## src/rtl/q8_8_pkg.sv

```systemverilog
// rtl/q8_8_pkg.sv - shared Q8.8 constants, divider state encoding and magnitude helper
package q8_8_pkg;

    localparam int          Q_WIDTH = 16;
    localparam int          Q_FRAC  = 8;
    localparam logic [15:0] Q_MAX   = 16'h7FFF;
    localparam logic [15:0] Q_MIN   = 16'h8000;

    typedef enum logic [1:0] {
        IDLE,
        CALC,
        FIN,
        DONE
    } div_state_t;

    // Magnitude of a two's-complement Q8.8 value, one bit wider so that
    // 0x8000 maps to +32768 instead of wrapping back to itself.
    function automatic logic [Q_WIDTH:0] q_abs(input logic [Q_WIDTH-1:0] v);
        logic [Q_WIDTH:0] ext;
        ext = {v[Q_WIDTH-1], v};
        return v[Q_WIDTH-1] ? (~ext + 1'b1) : ext;
    endfunction

endpackage

```

## src/rtl/q8_8_div_step.sv

```systemverilog
// rtl/q8_8_div_step.sv - one combinational radix-2 restoring division iteration
//
// Ports:
//   rem       current partial remainder (always < divisor magnitude)
//   next_bit  next numerator bit, MSB first
//   dmag      divisor magnitude
//   rem_next  partial remainder after shift and trial subtract
//   q_bit     quotient bit produced by this iteration
module q8_8_div_step #(
    parameter int MAG_W = 17,
    parameter int REM_W = 18
) (
    input  logic [REM_W-1:0] rem,
    input  logic             next_bit,
    input  logic [MAG_W-1:0] dmag,
    output logic [REM_W-1:0] rem_next,
    output logic             q_bit
);

    logic [REM_W-1:0] shifted;
    logic [REM_W-1:0] dext;

    always_comb begin
        shifted  = {rem[REM_W-2:0], next_bit};
        dext     = {{(REM_W-MAG_W){1'b0}}, dmag};
        q_bit    = (shifted >= dext);
        rem_next = q_bit ? (shifted - dext) : shifted;
    end

endmodule

```

## src/rtl/q8_8_div_seq.sv

```systemverilog
// rtl/q8_8_div_seq.sv - sequential signed Q8.8 restoring divider with saturation
//
// Ports:
//   clk, rst_n              clock, synchronous active-low reset
//   in_valid/in_ready       operand channel, dividend and divisor (signed Q8.8)
//   out_valid/out_ready     result channel
//   quotient                saturated, truncated-toward-zero Q8.8 quotient
//   div_by_zero, overflow   status flags, qualified by out_valid
module q8_8_div_seq
    import q8_8_pkg::*;
#(
    parameter int WIDTH = Q_WIDTH,
    parameter int FRAC  = Q_FRAC
) (
    input  logic             clk,
    input  logic             rst_n,
    input  logic             in_valid,
    output logic             in_ready,
    input  logic [WIDTH-1:0] dividend,
    input  logic [WIDTH-1:0] divisor,
    output logic             out_valid,
    input  logic             out_ready,
    output logic [WIDTH-1:0] quotient,
    output logic             div_by_zero,
    output logic             overflow
);

    localparam int MAG_W = WIDTH + 1;
    localparam int NUM_W = MAG_W + FRAC;
    localparam int REM_W = MAG_W + 1;
    localparam int CNT_W = $clog2(NUM_W);

    localparam logic [NUM_W-1:0] POS_LIMIT = NUM_W'(Q_MAX);
    localparam logic [NUM_W-1:0] NEG_LIMIT = NUM_W'(Q_MIN);
    localparam logic [CNT_W-1:0] CNT_LOAD  = CNT_W'(WIDTH + FRAC);

    div_state_t       state;
    logic             sign;
    logic [NUM_W-1:0] num;
    logic [NUM_W-1:0] quo;
    logic [REM_W-1:0] rem;
    logic [MAG_W-1:0] dmag;
    logic [CNT_W-1:0] cnt;

    logic [REM_W-1:0] rem_next;
    logic             q_bit;

    q8_8_div_step #(
        .MAG_W (MAG_W),
        .REM_W (REM_W)
    ) u_step (
        .rem      (rem),
        .next_bit (num[NUM_W-1]),
        .dmag     (dmag),
        .rem_next (rem_next),
        .q_bit    (q_bit)
    );

    always_ff @(posedge clk) begin
        if (!rst_n) begin
            state       <= IDLE;
            in_ready    <= 1'b1;
            out_valid   <= 1'b0;
            quotient    <= '0;
            div_by_zero <= 1'b0;
            overflow    <= 1'b0;
            sign        <= 1'b0;
            num         <= '0;
            quo         <= '0;
            rem         <= '0;
            dmag        <= '0;
            cnt         <= '0;
        end else begin
            case (state)
                IDLE: begin
                    if (in_valid) begin
                        in_ready <= 1'b0;
                        sign     <= dividend[WIDTH-1] ^ divisor[WIDTH-1];
                        num      <= {q_abs(dividend), {FRAC{1'b0}}};
                        dmag     <= q_abs(divisor);
                        rem      <= '0;
                        quo      <= '0;
                        cnt      <= CNT_LOAD;
                        overflow <= 1'b0;
                        if (divisor == '0) begin
                            // Result is known now; FIN only spends the one
                            // edge that publishes it on the output channel.
                            div_by_zero <= 1'b1;
                            quotient    <= dividend[WIDTH-1] ? Q_MIN : Q_MAX;
                            state       <= FIN;
                        end else begin
                            div_by_zero <= 1'b0;
                            state       <= CALC;
                        end
                    end
                end

                CALC: begin
                    // The counter indexes the numerator bit being consumed,
                    // so it runs from NUM_W-1 down to 0 inclusive.
                    rem <= rem_next;
                    quo <= {quo[NUM_W-2:0], q_bit};
                    num <= {num[NUM_W-2:0], 1'b0};
                    if (cnt == '0) begin
                        state <= FIN;
                    end else begin
                        cnt <= cnt - 1'b1;
                    end
                end

                FIN: begin
                    if (!div_by_zero) begin
                        if (!sign && (quo > POS_LIMIT)) begin
                            quotient <= Q_MAX;
                            overflow <= 1'b1;
                        end else if (sign && (quo > NEG_LIMIT)) begin
                            quotient <= Q_MIN;
                            overflow <= 1'b1;
                        end else begin
                            // Zero magnitude negates to zero, so no sign fix-up.
                            quotient <= sign ? (~quo[WIDTH-1:0] + 1'b1) : quo[WIDTH-1:0];
                            overflow <= 1'b0;
                        end
                    end
                    out_valid <= 1'b1;
                    state     <= DONE;
                end

                DONE: begin
                    if (out_ready) begin
                        out_valid <= 1'b0;
                        in_ready  <= 1'b1;
                        state     <= IDLE;
                    end
                end

                default: begin
                    state     <= IDLE;
                    in_ready  <= 1'b1;
                    out_valid <= 1'b0;
                end
            endcase
        end
    end

endmodule

```

## config.mk

```make
export PLATFORM = sky130hd
export DESIGN_NAME = q8_8_div_seq
export DESIGN_NICKNAME = d
export VERILOG_FILES = /design/src/rtl/q8_8_pkg.sv /design/src/rtl/q8_8_div_step.sv /design/src/rtl/q8_8_div_seq.sv
export SDC_FILE = /design/constraint.sdc
export NUM_CORES = 1
export LEC_CHECK = 0
export BUFFER_PORTS_ARGS = -buffer_cell sky130_fd_sc_hd__buf_2
export CAP_MARGIN = 20
export CORE_MARGIN = 3
export CORE_UTILIZATION = 60
export CTS_BUF_LIST = sky130_fd_sc_hd__clkbuf_4 sky130_fd_sc_hd__clkbuf_8 sky130_fd_sc_hd__clkbuf_16
export DETAILED_ROUTE_END_ITERATION = 8
export PLACE_DENSITY = 0.83
export RECOVER_POWER = 25
export SYNTH_ARGS = -nofsm -noshare
export SYNTH_HDL_FRONTEND = slang
export SYNTH_SLANG_ARGS = --single-unit
```

## constraint.sdc

```tcl
create_clock -name clk -period 3 [get_ports clk]
set_input_delay 0.15 -clock clk [delete_from_list [all_inputs] [get_ports clk]]
set_output_delay 0.15 -clock clk [all_outputs]
set_load 0.03 [all_outputs]
```

==> results of run 1 <==
-- per-layer routing --
metal | routed length [um] | part of all wire (%) | track usage [%]
met1 | 6660 | 43 | 32.0
met2 | 7690 | 50 | 46.0
met3 | 639 | 4.1 | 6.34
met4 | 396 | 2.6 | 10.2
met5 | 13 | 0.084 | 0
-- worst register-to-register path, delay by kind of cell (launching register included) --
family | cells | cell delay, ps
buffers and inverters | 1 | 50
AO/OA/AOI/OAI | 6 | 1690
adder cells (fa/ha/maj) | 1 | 330
AND/OR/NAND/NOR | 1 | 150
flip-flops | 1 | 360
-- metrics by stage --
stage	setup slack, ps	cell area [um2]
finish	286	6900
CTS	308	6930
global route	50.0	6900
floorplan	642	6440
detailed placement	317	6740
global placement	406	6740
-- worst paths after layout --
path	endpoint
hold reg to reg	num[17]
setup / recovery	rem[5]
setup reg to reg	rem[5]
hold / removal	dmag[0]
-- flip-flops by register name, summed over array words and instances (netlist names) --
register	cells
quo	25
state	2
out_valid	1
sign	1
div_by_zero	1
in_ready	1
rem	17
cnt	5
overflow	1
quotient	16
dmag	17
num	17
-- synthesized netlist by cell type, types with 13 or more instances --
library cell  instances  share of area (%)
a21boi_0             15                1.7
a21oi_1              39                3.0
a22oi_1              26                3.0
and2_1               13                1.3
clkbuf_1             46                2.7
dfxtp_1             104                 32
ha_1                 27                5.2
inv_1                36                2.1
nand2_1             106                6.2
nand3_1              15                1.2
nor2_1               34                2.0
nor2b_1              34                3.3
nor3_1               14                1.1
o211a_1              20                3.1
o21ai_0              66                5.1
xor2_1               30                4.1
-- kinds of logic after synthesis --
group	count (synthesis)	share of synthesized area (%)
DFF	104	32.3
xor gates and xnor gates	41	5.58
muxes	7	1.11
adders and majority gates	28	5.56
AOI/OAI and AO/OA	255	27.3
and+or+nand+nor	277	22.4
buffers and inverters	92	5.69
-- power groups by stage --
| stage | Sequential, mW | Clock, mW | Combinational [mW] |
|---|---|---|---|
| 2_1_floorplan | 2.06 | 0 | 2.16 |
| 3_3_place_gp | 1.89 | 0 | 3.01 |
| 3_5_place_dp | 1.90 | 0 | 3.09 |
| 4_1_cts | 1.87 | 0.897 | 3.10 |
| 5_1_grt | 1.91 | 0.946 | 3.41 |
| 6_report | 1.88 | 0.878 | 3.06 |
-- layout make-up --
| class | instances | area, um2 |
|---|---|---|
| clock buffer | 12 | 165 |
| inverter | 36 | 135 |
| tap | 136 | 170 |
| multi-input combinational | 608 | 3990 |
| clock inverter | 4 | 31.3 |
| fill | 898 | 3470 |
| timing repair buffer | 66 | 325 |
| sequential | 104 | 2080 |
-- layout by cell type, fill, tap and decap left out, types with 5 or more instances in the layout --
master	count
o211ai_1	9
xor2_1	30
nor4_1	7
nand4_1	5
a21o_1	5
nor3_1	14
nor2_1	34
nand2b_1	8
buf_4	9
buf_2	35
a31oi_1	9
xnor2_1	11
a22oi_1	26
and3_1	5
ha_1	27
and2_1	11
clkbuf_1	22
a21boi_0	15
nand3_1	15
o21a_1	5
nor2b_1	34
clkbuf_8	12
nand2_1	106
mux2i_1	6
o21ai_0	66
inv_1	36
dfxtp_1	104
o31ai_1	11
o211a_1	20
a21oi_1	39
o22ai_1	5
==> impl_metrics.json, run 1 <==
{
  "max_freq_mhz": 368,
  "finalSetupTns_ps": 0,
  "clockPowerShare_pct": 15.1,
  "ant_nets": 0,
  "dp_cells": 950,
  "clk_latency_ps": 400,
  "r2r-start": "dmag[13]",
  "setup_viol": 0,
  "irDropWorstVdd_uv": 475,
  "crit_cells": 9,
  "hold_path.startpoint": "divisor[0]",
  "grt_pass1_wl_mm": 25.7,
  "cts_setup_buffers": 0,
  "numCtsBuffers": 9,
  "worst_path_max_delay_cell": "a31o_2",
  "status": "complete, no violations",
  "ctsHoldBuffers": 0,
  "core_area_mm2": 0.0104,
  "die_h_um": 110,
  "r2r_cells": 9,
  "syn_area_per_cell_um2": 8.01,
  "hold_depth": 3,
  "hold_violations": 0,
  "syn_area_mm2": 0.00644,
  "worst_pin_slew_ps": 1060,
  "ys_ff_latch": 104,
  "p_sw_mw": 2.70,
  "cts_resized": 0,
  "synth_edf_count": 0,
  "crit_buf_inv": 1,
  "critical_path_peak_fanout": 30,
  "crit_chain": "inv_1 > ha_1 > a21oi_1 > o21ai_0 > a211oi_1 > a31o_2 > nor2_1 > a21oi_1 > o21ai_0",
  "hpwl_mm": 11.3,
  "min_path_type": "input port to register",
  "maxSlewViolCount": 0,
  "clockBufferDepth": 2,
  "stdcell_count": 966,
  "syn_nets": 868,
  "hold_ws_ps": 81.8,
  "cp-start-kind": "register",
  "portBuffers": 55,
  "synthArstFlopShare_pct": 0,
  "io_pins": 56,
  "cts-root-buf": "clkbuf_8",
  "clk_pin_slew_ps": 100,
  "synth-main-ff-cell": "dfxtp_1",
  "antenna_found_initial": 1,
  "initial_core_util_pct": 62.1,
  "power_leakage_nw": 2.81,
  "die_x_um": 110,
  "cap_violations": 0,
  "intPower_mw": 3.13,
  "fin_crit_sh_pct": 90.5,
  "cts.htree.levels": 3,
  "required_ps": 3260,
  "power_frac_comb_pct": 52.6,
  "ys_warn_count": 0,
  "area_delta_synth_final_pct": 7.15,
  "rrSetupSlack_ps": 290,
  "fin_util_pct": 66.5,
  "clkSinkCount": 104,
  "synth_seq_area_share_pct": 32.3,
  "grt-ovfl-total": 0,
  "fin_skew_ps": 11.9,
  "drc": 0,
  "drive_above_1_share_pct": 10.0,
  "slowest_delay_ps": 600,
  "yosysUniqueCellTypes": 76,
  "wl_mm": 15.4,
  "drt_iter0_markers": 377,
  "vias": 5917,
  "grt_setup_unrepaired": "false",
  "p_per_area_mw_per_mm2": 844,
  "wl_per_cell_um": 15.9,
  "cts_tree": "done",
  "period_needed_ps": 2710,
  "n_antenna_cell": 0,
  "seqPwrFrac_pct": 32.3,
  "row_count": 37,
  "critPathCaptureType": "register",
  "relSlewSlack_pct": 29.1,
  "crit_arrival_ps": 2970,
  "drtPass1Iterations": 5,
  "vias_per_cell": 6.13,
  "startpoint": "dmag[13]",
  "crit_type": "register to register",
  "p_sw_share_pct": 46.3,
  "grt_max_degree": 69,
  "gp_congestion": 0.925,
  "finalPower_mw": 5.82,
  "crit_family": "compound AO/OA/AOI/OAI gates",
  "grt_usage_pct": 26.7,
  "syn_inst": 804,
  "fin_nets": 889,
  "dieArea_mm2": 0.0120,
  "grt_pass1_vias": 5586
}
Note: power is estimated with default switching activity, not from simulation.
==> run 2, diff against run 1 <==
Settings changed: CORE_UTILIZATION 60 to 61, PLACE_DENSITY 0.83 to 0.81, SYNTH_HIERARCHICAL from default to 1.
==> run 2 against run 1 <==
Effect of this change: final cell count is 1.0% lower; routed wire length is 0.92% higher; final area rose by 1.1%; clock power grew 22%; area after synthesis rose by 0.17%; sequential share of layout area fell by 0.34 points; sequential power rose by 4%; utilization rose by 2.9 points; critical path type unchanged; largest power group unchanged; highest routed layer is now met4.
==> impl_metrics.json, run 2 <==
{
  "power_frac_comb_pct": 56.6,
  "drc": 0,
  "power_leakage_nw": 2.73,
  "vias_per_cell": 6.28,
  "nFillCells": 837,
  "n_antenna_cell": 0,
  "relSlewSlack_pct": 10.9,
  "mostFrequentLayoutCells": "104 x dfxtp_1, 75 x nand2_1, 55 x nor2b_1, 49 x nor2_1, 45 x a21oi_1",
  "required_ps": 3280,
  "cts_tree": "done",
  "intPower_mw": 3.76,
  "syn_inst": 798,
  "cts_setup_buffers": 0,
  "clockBufferDepth": 2,
  "die_h_um": 109,
  "routed-wl-met3_um": 892,
  "worst_path_max_delay_cell": "a221o_1",
  "met2WireLength_mm": 7.42,
  "wl_mm": 15.5,
  "final_common_cell": "dfxtp_1",
  "irDropWorstVdd_uv": 544,
  "row_count": 36,
  "wl_per_cell_um": 16.3,
  "slowest_delay_ps": 400,
  "gp_congestion": 0.911,
  "hold_violations": 0,
  "cts_resized": 0,
  "dp_slack_ps": 226,
  "ant_nets": 0,
  "critPathCaptureType": "register",
  "period_needed_ps": 2710,
  "fin_skew_ps": 16.8,
  "rrSetupSlack_ps": 290,
  "drt_iter0_markers": 580,
  "drive_above_1_share_pct": 9.23,
  "maxUsedRoutingLayer": "met4",
  "antenna_found_initial": 0,
  "syn_area_per_cell_um2": 8.08,
  "largest_register_ff_count": 25,
  "cap_violations": 0,
  "p_sw_mw": 3.22,
  "area_delta_synth_final_pct": 8.17,
  "io_pins": 56,
  "status": "complete, no violations",
  "clockPowerShare_pct": 15.3,
  "setup_ws_ps": 291,
  "stdcell_count": 956,
  "clkSinkCount": 104,
  "portBuffers": 55,
  "setup_viol": 0,
  "syn_nets": 862,
  "grt-ovfl-total": 0,
  "hpwl_mm": 10.7,
  "ys_warn_count": 6,
  "max_freq_mhz": 369,
  "cts.htree.levels": 3,
  "maxSlewViolCount": 0,
  "fin_nets": 882,
  "cp-start-kind": "register",
  "crit_chain": "inv_1 > ha_1 > inv_1 > fa_1 > a21o_1 > a221o_1 > o21ai_2 > a21oi_2 > a31o_2 > a22oi_1 > nor2b_1",
  "wl_met1_mm": 6.93,
  "min_path_type": "input port to register",
  "drtPass1Iterations": 5,
  "p_sw_share_pct": 46.2,
  "crit_type": "register to register",
  "vias": 6002,
  "grt_pass1_wl_mm": 25.9,
  "critical_path_peak_fanout": 16,
  "seqPwrFrac_pct": 28.1,
  "worst_pin_slew_ps": 1340,
  "initial_core_util_pct": 64.2,
  "dieArea_mm2": 0.0118,
  "numCtsBuffers": 9,
  "clk_latency_ps": 380,
  "finalSetupTns_ps": 0,
  "die_x_um": 109,
  "crit_top_cell": "inv_1",
  "grt_usage_pct": 26.7,
  "grt_max_degree": 58,
  "clk_pin_slew_ps": 100,
  "syn_area_mm2": 0.00645,
  "fin_crit_sh_pct": 90.3,
  "core_area_mm2": 0.0100,
  "grt_setup_unrepaired": "false",
  "crit_arrival_ps": 2990,
  "grt_pass1_vias": 5658,
  "dp_cells": 939,
  "p_per_area_mw_per_mm2": 1000,
  "cts-root-buf": "clkbuf_8",
  "largest_register": "quo"
}
==> run 2: cell types whose count changed in the layout (fill, tap and decap cells not counted), sizes merged, moves of 7 or more <==
cell / change
nand2: -31
nor2b: +21
a22oi: +18
o21ai: -27
a21boi: -7
and2: -7
nor2: +14
o211a: -9
xnor2: +10
a21oi: +7
==> run 2: layout make-up <==
cell class	count	area [um2]	share of cell area (%)
Clock inverter	5	104	1.49
Multi-Input combinational cell	596	3980	57.1
Tap cell	133	166	2.39
Inverter	44	165	2.37
Clock buffer	11	145	2.08
Sequential cell	104	2080	29.8
Timing Repair Buffer	63	332	4.75
==> run 2: critical path: cells and delay by family (launching register included) <==
family,cells,cell delay [ps]
buf+inv,2,100
simple gates,1,60
compound gates,6,1560
fa+ha+maj,2,540
flops,1,330
==> run 2: metrics by stage <==
step                      hold WS [ps]  area (um2)  utilization [%]  power [mW]
after floorplan                    295        6450                -        5.03
after global placement             434        6760             67.3        5.68
after CTS                         49.6        7010             69.8        6.91
final                             61.8        6980             69.4        6.98
after detailed placement           440        6760             67.3        5.80
after global routing              70.2        6980             69.4        7.51
==> run 2: final timing paths <==
check                            startpoint  depth (start not counted)       to
worst max register to register      num[24]                         11  rem[13]
worst min register to register      num[13]                          2  num[13]
worst max-delay path                num[24]                         11  rem[13]
worst min-delay path            dividend[0]                          3   num[8]
==> run 2: power groups by stage <==
stage,clock network (mW),registers [mW],logic (mW)
6_report,1.07,1.96,3.95
5_1_grt,1.14,2.00,4.36
4_1_cts,1.09,1.95,3.86
3_5_place_dp,0,1.98,3.83
3_3_place_gp,0,1.96,3.72
2_1_floorplan,0,2.11,2.93
==> run 2: layer usage <==
metal	global-route usage [%]	vias to the layer above
li1	-	2905
met1	35.2	2860
met2	43.9	209
met3	4.56	28
met4	9.74	0
met5	0	-
==> run 2: repair_timing <==
action | CTS | global route
hold buffers | 0 | 0
endpoints found under the hold margin | 0 | 0
setup endpoints to repair | 0 | 2
